**src/rtl/pipe_power_rate_ctrl_if.sv**
```systemverilog
// Command channel between the LTSSM and the PIPE power/rate sequencer.
//
// Signals:
//   req_valid       LTSSM -> ctrl  command request, held until accepted
//   req_ready       ctrl  -> LTSSM controller idle and able to accept
//   req_op          LTSSM -> ctrl  0 power, 1 rate, 2 receiver detect, 3 reserved
//   req_power_down  LTSSM -> ctrl  target power state for op 0
//   req_rate        LTSSM -> ctrl  target rate for op 1
//   done            ctrl  -> LTSSM one-cycle completion pulse
//   done_status     ctrl  -> LTSSM 0 ok, 1 timeout, 2 illegal (valid with done)
//   rx_detected     ctrl  -> LTSSM receiver-detect result (valid with done)
//
// Modports: master = LTSSM side, slave = controller side.
interface pipe_power_rate_ctrl_if;
    logic       req_valid;
    logic       req_ready;
    logic [1:0] req_op;
    logic [3:0] req_power_down;
    logic [3:0] req_rate;
    logic       done;
    logic [1:0] done_status;
    logic       rx_detected;

    modport master (
        output req_valid, req_op, req_power_down, req_rate,
        input  req_ready, done, done_status, rx_detected
    );

    modport slave (
        input  req_valid, req_op, req_power_down, req_rate,
        output req_ready, done, done_status, rx_detected
    );
endinterface

```
**src/rtl/pipe_power_rate_ctrl.sv**
```systemverilog
// pipe_power_rate_ctrl: MAC-side sequencer for the PIPE handshake-driven
// controls (power state, link rate, receiver detect). One command at a time
// is taken from the LTSSM, the PIPE controls are driven, and the command
// completes on the PHY's phy_status pulse or on a bounded timeout.
//
// Ports:
//   clk, reset      single clock, synchronous active-high reset
//   cmd             command channel (pipe_power_rate_ctrl_if.slave)
//   phy_status      PHY completion handshake
//   rx_status       PHY status; 3'b011 = receiver present
//   power_down, rate, pclk_rate, tx_elec_idle, tx_detect_rx : PIPE controls
//
// Parameters:
//   TIMEOUT_CYCLES  max WAIT cycles per command (4..65535)
//   P1_ENCODING     power_down encoding of P1 (reset state)
//
// Build option:
//   PIPE_CTRL_RXDET_EN  when defined, op 2 performs receiver detection;
//                       otherwise op 2 is rejected as illegal and
//                       tx_detect_rx is tied low.
//
// All outputs are registered: the output process computes next values and
// the register process loads them.
module pipe_power_rate_ctrl #(
    parameter int unsigned TIMEOUT_CYCLES = 1024,
    parameter logic [3:0]  P1_ENCODING    = 4'b0010
) (
    input  logic                   clk,
    input  logic                   reset,
    pipe_power_rate_ctrl_if.slave  cmd,
    input  logic                   phy_status,
    input  logic [2:0]             rx_status,
    output logic [3:0]             power_down,
    output logic [3:0]             rate,
    output logic [4:0]             pclk_rate,
    output logic [3:0]             tx_elec_idle,
    output logic                   tx_detect_rx
);
    typedef enum logic [2:0] {S_INIT, S_IDLE, S_APPLY, S_WAIT, S_DONE} state_t;

    localparam logic [1:0]  OP_PWR   = 2'd0;
    localparam logic [1:0]  OP_RATE  = 2'd1;
    localparam logic [1:0]  OP_RXDET = 2'd2;
    localparam logic [1:0]  ST_OK    = 2'd0;
    localparam logic [1:0]  ST_TMO   = 2'd1;
    localparam logic [1:0]  ST_ILL   = 2'd2;
    // Last WAIT cycle index: WAIT starts with cnt=0, so the T-th wait cycle
    // sees cnt=T-1 and hands off to DONE.
    localparam logic [15:0] TMO_LAST = 16'(TIMEOUT_CYCLES - 1);

    state_t      state, state_nxt;
    logic [15:0] cnt, cnt_nxt;
    logic [15:0] cnt_inc;
    logic [1:0]  op_q, op_nxt;
    logic [3:0]  eidle_save, eidle_save_nxt;
    logic [3:0]  power_down_nxt, rate_nxt, eidle_nxt;
    logic [4:0]  pclk_nxt;
    logic        ready_q, ready_nxt;
    logic        done_q, done_nxt;
    logic [1:0]  status_q, status_nxt;
    logic        rxd_q, rxd_nxt;
    logic        accept, op_legal, tmo_hit, wait_end;

`ifdef PIPE_CTRL_RXDET_EN
    logic        det_q, det_nxt;
    assign tx_detect_rx = det_q;
`else
    assign tx_detect_rx = 1'b0;
    logic unused_rx_status;
    assign unused_rx_status = ^rx_status;
`endif

    assign cmd.req_ready   = ready_q;
    assign cmd.done        = done_q;
    assign cmd.done_status = status_q;
    assign cmd.rx_detected = rxd_q;

    assign accept   = cmd.req_valid && ready_q;
    assign cnt_inc  = (cnt == 16'hFFFF) ? cnt : cnt + 16'd1;
    assign tmo_hit  = (cnt >= TMO_LAST);
    assign wait_end = phy_status || tmo_hit;

    // Legality is judged against the power state in force at accept time.
    always_comb begin
        op_legal = 1'b0;
        case (cmd.req_op)
            OP_PWR:  op_legal = 1'b1;
            OP_RATE: op_legal = (power_down == 4'b0000);
            OP_RXDET: begin
`ifdef PIPE_CTRL_RXDET_EN
                op_legal = (power_down == P1_ENCODING);
`else
                op_legal = 1'b0;
`endif
            end
            default: op_legal = 1'b0;
        endcase
    end

    // Register process: FSM state plus every output/datapath register.
    always_ff @(posedge clk) begin
        if (reset) begin
            state        <= S_INIT;
            cnt          <= 16'd0;
            op_q         <= OP_PWR;
            eidle_save   <= 4'hF;
            power_down   <= P1_ENCODING;
            rate         <= 4'd0;
            pclk_rate    <= 5'd0;
            tx_elec_idle <= 4'hF;
            ready_q      <= 1'b0;
            done_q       <= 1'b0;
            status_q     <= ST_OK;
            rxd_q        <= 1'b0;
`ifdef PIPE_CTRL_RXDET_EN
            det_q        <= 1'b0;
`endif
        end else begin
            state        <= state_nxt;
            cnt          <= cnt_nxt;
            op_q         <= op_nxt;
            eidle_save   <= eidle_save_nxt;
            power_down   <= power_down_nxt;
            rate         <= rate_nxt;
            pclk_rate    <= pclk_nxt;
            tx_elec_idle <= eidle_nxt;
            ready_q      <= ready_nxt;
            done_q       <= done_nxt;
            status_q     <= status_nxt;
            rxd_q        <= rxd_nxt;
`ifdef PIPE_CTRL_RXDET_EN
            det_q        <= det_nxt;
`endif
        end
    end

    // Next-state process.
    always_comb begin
        state_nxt = state;
        case (state)
            // cnt counts consecutive low phy_status cycles here.
            S_INIT:  if (!phy_status && cnt != 16'd0) state_nxt = S_IDLE;
            S_IDLE:  if (accept) state_nxt = op_legal ? S_APPLY : S_DONE;
            S_APPLY: state_nxt = S_WAIT;
            S_WAIT:  if (wait_end) state_nxt = S_DONE;
            S_DONE:  state_nxt = S_IDLE;
            default: state_nxt = S_INIT;
        endcase
    end

    // Output process: next values for the registered outputs.
    always_comb begin
        cnt_nxt        = cnt;
        op_nxt         = op_q;
        eidle_save_nxt = eidle_save;
        power_down_nxt = power_down;
        rate_nxt       = rate;
        pclk_nxt       = pclk_rate;
        eidle_nxt      = tx_elec_idle;
        ready_nxt      = (state_nxt == S_IDLE);
        done_nxt       = 1'b0;
        status_nxt     = status_q;
        rxd_nxt        = rxd_q;
`ifdef PIPE_CTRL_RXDET_EN
        det_nxt        = det_q;
`endif
        case (state)
            S_INIT: cnt_nxt = phy_status ? 16'd0 : cnt_inc;
            S_IDLE: begin
                if (accept) begin
                    op_nxt = cmd.req_op;
                    if (op_legal) begin
                        case (cmd.req_op)
                            OP_PWR: power_down_nxt = cmd.req_power_down;
                            OP_RATE: begin
                                // Electrical idle is forced for the whole rate
                                // change and the previous value put back at the end.
                                eidle_save_nxt = tx_elec_idle;
                                eidle_nxt      = 4'hF;
                                rate_nxt       = cmd.req_rate;
                                pclk_nxt       = {1'b0, cmd.req_rate};
                            end
                            default: begin
`ifdef PIPE_CTRL_RXDET_EN
                                det_nxt = 1'b1;
`endif
                            end
                        endcase
                    end else begin
                        done_nxt   = 1'b1;
                        status_nxt = ST_ILL;
                        rxd_nxt    = 1'b0;
                    end
                end
            end
            S_APPLY: cnt_nxt = 16'd0;
            S_WAIT: begin
                cnt_nxt = cnt_inc;
                if (wait_end) begin
                    // phy_status wins over a timeout landing on the same cycle.
                    done_nxt   = 1'b1;
                    status_nxt = phy_status ? ST_OK : ST_TMO;
                    rxd_nxt    = 1'b0;
`ifdef PIPE_CTRL_RXDET_EN
                    det_nxt    = 1'b0;
                    if (phy_status && op_q == OP_RXDET)
                        rxd_nxt = (rx_status == 3'b011);
`endif
                    if (op_q == OP_RATE) eidle_nxt = eidle_save;
                end
            end
            default: ;
        endcase
    end
endmodule
```
**src/flat_wrapper.sv**
```systemverilog
// flat-port wrapper written by rule: the top's interface ports become plain ports
module pipe_power_rate_ctrl_flat 
#(
    parameter int unsigned TIMEOUT_CYCLES = 1024,
    parameter logic [3:0]  P1_ENCODING    = 4'b0010
)
  (clk, reset, phy_status, rx_status, power_down, rate, pclk_rate, tx_elec_idle, tx_detect_rx, cmd_req_valid, cmd_req_op, cmd_req_power_down, cmd_req_rate, cmd_req_ready, cmd_done, cmd_done_status, cmd_rx_detected);
  pipe_power_rate_ctrl_if cmd_i ();
  input  logic clk;
  input  logic reset;
  input  logic phy_status;
  input  logic [2:0] rx_status;
  output logic [3:0] power_down;
  output logic [3:0] rate;
  output logic [4:0] pclk_rate;
  output logic [3:0] tx_elec_idle;
  output logic tx_detect_rx;
  input wire logic [$bits(cmd_i.req_valid)-1:0] cmd_req_valid;
  input wire logic [$bits(cmd_i.req_op)-1:0] cmd_req_op;
  input wire logic [$bits(cmd_i.req_power_down)-1:0] cmd_req_power_down;
  input wire logic [$bits(cmd_i.req_rate)-1:0] cmd_req_rate;
  output wire logic [$bits(cmd_i.req_ready)-1:0] cmd_req_ready;
  output wire logic [$bits(cmd_i.done)-1:0] cmd_done;
  output wire logic [$bits(cmd_i.done_status)-1:0] cmd_done_status;
  output wire logic [$bits(cmd_i.rx_detected)-1:0] cmd_rx_detected;
  assign cmd_i.req_valid = cmd_req_valid;
  assign cmd_i.req_op = cmd_req_op;
  assign cmd_i.req_power_down = cmd_req_power_down;
  assign cmd_i.req_rate = cmd_req_rate;
  assign cmd_req_ready = cmd_i.req_ready;
  assign cmd_done = cmd_i.done;
  assign cmd_done_status = cmd_i.done_status;
  assign cmd_rx_detected = cmd_i.rx_detected;
  pipe_power_rate_ctrl #(.TIMEOUT_CYCLES(TIMEOUT_CYCLES), .P1_ENCODING(P1_ENCODING)) u_core (.clk(clk), .reset(reset), .cmd(cmd_i), .phy_status(phy_status), .rx_status(rx_status), .power_down(power_down), .rate(rate), .pclk_rate(pclk_rate), .tx_elec_idle(tx_elec_idle), .tx_detect_rx(tx_detect_rx));
endmodule
```
**config.mk**
```make
export PLATFORM = sky130hd
export DESIGN_NAME = pipe_power_rate_ctrl_flat
export DESIGN_NICKNAME = d
export VERILOG_FILES = /design/src/rtl/pipe_power_rate_ctrl_if.sv /design/src/rtl/pipe_power_rate_ctrl.sv /design/src/flat_wrapper.sv
export SDC_FILE = /design/constraint.sdc
export NUM_CORES = 1
export LEC_CHECK = 0
export BUFFER_PORTS_ARGS = -buffer_cell sky130_fd_sc_hd__buf_4
export CORE_ASPECT_RATIO = 1.2
export CORE_MARGIN = 1.5
export CORE_UTILIZATION = 58
export CTS_CLUSTER_DIAMETER = 100
export CTS_CLUSTER_SIZE = 20
export DETAILED_ROUTE_END_ITERATION = 10
export GPL_TIMING_DRIVEN = 0
export PLACE_DENSITY = 0.82
export SYNTH_ARGS = -nofsm -noshare
export SYNTH_HDL_FRONTEND = slang
export SYNTH_SLANG_ARGS = --single-unit
export TNS_END_PERCENT = 100
```
**constraint.sdc**
```tcl
create_clock -name clk -period 2.9 [get_ports clk]
set_clock_uncertainty 0.1 [all_clocks]
set_input_delay 0.29 -clock clk [delete_from_list [all_inputs] [get_ports clk]]
set_output_delay 0.29 -clock clk [all_outputs]
set_load 0.05 [all_outputs]
```
## Yosys cells after proc, flatten, opt, wreduce, memory -nomap -nowiden

Cells that the tools add are included.

| cells by class | value |
|---|---|
| $add $sub $neg | 1 |
| $lt $le $gt $ge | 1 |
| equal/unequal tests | 14 |
| multiplexer cells | 28 |
| reductions and logical operators | 15 |

Operators with widths:

| operator | count |
|---|---|
| $pmux W16 S3 | 1 |
| $mux W16 | 2 |
| $mux W4 | 5 |
| $add A16 B1 Y16 const B | 1 |
| $eq A16 B16 Y1 const B | 1 |
| $ge A16 B10 Y1 const B | 1 |
| $reduce_bool A16 Y1 | 1 |
| $pmux W3 S5 | 1 |
| $mux W3 | 4 |
| $reduce_and A4 Y1 | 3 |
| $ne A2 B1 Y1 const B | 5 |
| $pmux W4 S2 | 1 |
| $mux W1 | 7 |
| $eq A3 B1 Y1 const B | 2 |
| $eq A3 B2 Y1 const B | 2 |
| $mux W2 | 3 |
| $pmux W1 S2 | 3 |
| $reduce_and A6 Y1 | 1 |
| $eq A2 B1 Y1 const B | 2 |
| $logic_not A4 Y1 | 1 |
| $pmux W2 S2 | 1 |
| $eq A3 B3 Y1 const B | 1 |
| $logic_not A3 Y1 | 1 |
| $reduce_bool A3 Y1 | 1 |
| 7 further kinds | 8 |

| storage, ports and cells | value |
|---|---|
| flip-flop bits (word level) | 42 |
| output and inout bits | 23 |
| logic and storage cells | 70 |

## Longest topological paths before layout

| depth | value |
|---|---|
| word-level depth | 6 |
| depth in mapped cells | 7 |
| depth with buffers taken out | 6 |

## Worst setup path after synthesis

OpenSTA, ideal clock, no wires.

| timing path | value |
|---|---|
| path kind | register -> register |
| start | register u_core.ready_q, in the netlist u_core.cmd.req_ready |
| end | register u_core.tx_elec_idle[0] |
| setup time | 0.072 ns |
| data arrival time | 1.885 ns |
| required time | 2.728 ns |
| path slack | 0.843 ns |
| cell stages (with the launch flop) | 7 |
| clock period less this slack | 2.057 ns |
| path through | dfxtp_1 > nand2_1 > nor3b_4 > nor4b_4 > buf_6 > o21bai_4 > mux2i_1 |

| on the way | value |
|---|---|
| word-level cells in the longest chain between the ends | 3 |

Ends and longest elaborated chain:

| item | line | RTL |
|---|---|---|
| start, declared | pipe_power_rate_ctrl.sv:58 | `logic ready_q, ready_nxt;` |
| start signal, assigned | pipe_power_rate_ctrl.sv:127 | `ready_q <= ready_nxt;` |
| $logic_and A1 B1 Y1 | pipe_power_rate_ctrl.sv:78 | `assign accept = cmd.req_valid && ready_q;` |
| $ne A2 B1 Y1 (no line) | - |  |
| $reduce_and A6 Y1 (no line) | - |  |
| end signal, assigned | pipe_power_rate_ctrl.sv:126 | `tx_elec_idle <= eidle_nxt;` |
| end, declared | pipe_power_rate_ctrl.sv:36 | `output logic [3:0] tx_elec_idle,` |

No other way between the ends.
A chain may end at the register's enable or synchronous reset.

## Final worst setup path

| timing path | value |
|---|---|
| start | register u_core.state[1] |
| end | register u_core.cnt[3] |

| on the way | value |
|---|---|
| word-level cells in the longest chain between the ends | 2 |
| elaborated cells between the ends (all ways) | 5 |

Ends and longest elaborated chain:

| item | line | RTL |
|---|---|---|
| start, declared | pipe_power_rate_ctrl.sv:51 | `state_t state, state_nxt;` |
| start signal, assigned | pipe_power_rate_ctrl.sv:119 | `state <= state_nxt;` |
| $eq A3 B2 Y1 / $logic_not A3 Y1 (equally long branches) | pipe_power_rate_ctrl.sv:167 | `case (state)` |
| $pmux W16 S3 / $reduce_bool A3 Y1 (equally long branches) | - |  |
| end signal, assigned | pipe_power_rate_ctrl.sv:120 | `cnt <= cnt_nxt;` |
| end, declared | pipe_power_rate_ctrl.sv:52 | `logic [15:0] cnt, cnt_nxt;` |

Several ways; a longest one is shown, not always the timed one.

==> metrics.md <==
| Metric | Value |
|---|---|
| # diodes | 0 |
| Antenna-violating nets left | 0 |
| FMAX | roughly 470 MHz |
| Worst endpoint required time | around 3000 ps |
| Run status | completed |
| Ys flop type | dfxtp_1 |
| Slew Viols, Final | 0 |
| Final Hold Vio Count | 0 |
| Grt ovf | 0 |
| Crit path max-delay family | buffers and inverters |
| Cell at the root of the clock tree | clkbuf_8 |
| Max cap viols | 0 |
| R2r setup slk | ~760 ps |
| CTS Hold Bufs | 0 |
| Largest net degree at the start of global routing | 15 |
| Area growth, synth to finish | 20.39% |
| GRT Resource Usage Total | 0.2279 |
| Post_cts resized | 0 |
| Die Width | roughly 57 um |
| # H-tree levels | 2 |
| R2r worst-path depth | 7 |
| CTS Buf Count | 5 |
| Hold WC Path Type | input port to register |
| CP dominant cell by count | nor2_1 |
| Number of flops mapped to enable cells by yosys | 0 |
| Footprint of the multi-input gates | approximately 1100 um^2 |
| CP arrival | about 2200 ps |
| Ys Warns | 0 |
| Hold path endpoint | u_core.power_down[1] |
| Postcts setup bufs | 0 |
| Die Height | ~68 um |
| Post-route setup TNS | 0 ps |
| Top cell type's share of synthesized area | 0.4017 |
| Yosys top cell by area | dfxtp_1 |
| Core area | 3367 um^2 |
| Via Count | 1780 |
| PwrDens | slightly below 500 nW/um^2 |
| Relative slew slack | 0.6529 |
| Buffers and inverters on the worst path | 2 |
| Layout filler cell count | 270 |
| Setup crit end kind | register |
| Clock Pin Slew Worst Setup and Hold Paths | around 80 ps |
| Mapped Area | between 2000 and 2500 um^2 |
| Overall Power | 1186 uW |
| Vias in the first global route | between 1500 and 2000 |
| P_leak | between 0.0009 and 0.001 uW |
| Seq/Total Area, Yosys | 0.4017 |
| FF+latch area | about 820 um^2 |
| Die Area | approximately 3900 um^2 |
| RSZ-0062 raised after global routing | false |
| Worst path max stage delay | 410 ps |
| Yosys cell types | a little under 50 |
| First-pass GRT wire length | approximately 6800 um |
| Worst r2r src | u_core.state[1] |
| CP Launch Type | register |
| Port Buf Inserts | 33 |
| Depth of the worst hold-timing path | 3 |
| Share of cells above drive strength 1 | 0.2198 |
| Via density | 5.742 |
| Peak supply drop | 443.7 uV |
| Post-layout util | 0.7306 |
| Final Cycle Share | 0.7362 |
| Critical path type | register to register |
| CP cell instances | buf_2, nor3_1, a21oi_1, nor2_1, o31ai_1, clkbuf_1, nor2_1 |
| GP Congestion | approximately 0.9 |
| Worst Path Max Fanout | 10 |
| Syn_area_per_cell | 8.884 um^2 |
| Post-synthesis register bit count | 41 |
| Max clock buf depth | 2 |
| Setup-failing EPs final | 0 |
| Initial Util | 0.6068 |
| Hold path start | cmd_req_power_down[1] |
| Final nets | just under 300 |
| Skew-Pair Late Insertion Delay | about 300 ps |
| RR Endpoint | u_core.cnt[3] |
| # clock sinks | just over 40 |
| Routed WL | 4239 um |
| Most frequent cells in the layout | 41 x buf_4, 41 x dfxtp_1, 31 x nor2_1 |
| Tmin final | 2135 ps |
| Num ports | 40 |
| Area contributors post-synth | dfxtp_1 40%, mux2i_1 9.3%, nor2_1 5.7%, xor2_1 3.4%, nand2_1 3.3% |
| Initial antenna violation count | 0 |
| Router iterations before antenna repair | 4 |
| Violation count after the first detailed-route iteration | around 120 |
| Slowest library cell on the worst path | o31ai_1 |
| Asr flop ratio synth | 0 |
| # rows | 23 |
| Post-Synthesis Cells | between 200 and 250 |
| DRC viols | 0 |
| Slew @ Worst Pin | 518.7 ps |
| WL/cell | ~14 um |
| Hpwl dp | ~3000 um |
| CTS tree | built |
[sequential cells by signal, summed over array words and instances (netlist names)]
| name | count |
|---|---|
| u_core.cnt | 16 |
| u_core.eidle_save | 4 |
| u_core.power_down | 4 |
| u_core.rate | 4 |
| u_core.tx_elec_idle | 4 |
| u_core.state | 3 |
| u_core.cmd.done_status | 2 |
| u_core.op_q | 2 |
| u_core.cmd.done | 1 |
| u_core.cmd.req_ready | 1 |
[through the flow]
step                      hold WS [ps]  setup WS [ps]  instance area (um^2)  std cells
after floorplan                  301.2          843.4                  2051        232
after global placement           348.1          841.8                  2345        302
after detailed placement         355.7          803.6                  2345        302
after CTS                        106.1          779.6                  2460        310
after global routing             99.26          603.7                  2460        310
final                            103.9          764.9                  2460        310
[Yosys cell counts (2+ instances only)]
library cell  instances
a211oi_1              3
nand2_1              18
o21ai_1               2
dfxtp_1              41
nand4_1               2
buf_4                 8
and2_1                3
and4_1                2
ha_1                  2
and3_1                6
inv_1                 6
buf_2                 2
o21ai_0               5
nand4b_1              2
o211ai_1              4
o2111ai_1             3
xor2_1                8
a21oi_1               8
clkbuf_1              8
nor2b_1               2
a221oi_1              2
nor2_1               31
o31ai_1               2
nor4_1                4
nor3_1                8
mux2i_1              19
nand3_1               7
[how the worst max path moves through the flow]
| stage | start | endpoint | slack (ps) | depth (start not counted) |
|---|---|---|---|---|
| floorplan | u_core.cmd.req_ready | u_core.tx_elec_idle[0] | 840 | 6 |
| global placement | u_core.cnt[1] | u_core.cnt[1] | 840 | 7 |
| detailed placement | u_core.cnt[1] | u_core.cnt[1] | 800 | 7 |
| CTS | u_core.cnt[1] | u_core.cnt[1] | 780 | 7 |
| global route | u_core.cnt[1] | u_core.cnt[6] | 600 | 7 |
| finish | u_core.state[1] | u_core.cnt[3] | 760 | 7 |
[metal layers]
metal | global-route usage | routed length (um) | up-vias
li1 | - | - | 896
met1 | 0.2738 | 1862 | 816
met2 | 0.3851 | 2084 | 60
met3 | 0.05860 | 218 | 8
met4 | 0.1017 | 74 | 0
met5 | 0 | 0 | -
[worst min-delay path: stages]
cell     delay [ps]
buf_4            80
mux2i_1          50
nand2_1          60
[cell type report]
class,count,area share
tap,37,0.01882
clock buffer,5,0.02798
sequential,41,0.3337
timing repair buffer,33,0.1007
buffer,19,0.04527
clock inverter,3,0.01882
multi-input combinational,166,0.4456
inverter,6,0.009156
[report_power, final]
| part | leakage [uW] | internal [uW] | total [uW] | switching (uW) |
|---|---|---|---|---|
| clock | 0.0000543 | 258 | 468 | 210 |
| combinational | 0.000537 | 52.7 | 139 | 86.8 |
| sequential | 0.000331 | 572 | 579 | 6.97 |
[logic make-up (layout without fill, tap and decap cells)]
kind of cell | after synthesis | count (layout) | synth area share
AOI/OAI and AO/OA | 35 | 35 | 0.1188
adders and majority gates | 2 | 2 | 0.01225
and+or+nand+nor | 98 | 98 | 0.2682
other | 1 | 3 | 0.001835
DFF | 41 | 41 | 0.4017
buffers and inverters | 25 | 66 | 0.06552
muxes | 19 | 19 | 0.09308
xor gates and xnor gates | 9 | 9 | 0.03858
Power figures use the tool's default switching activity.
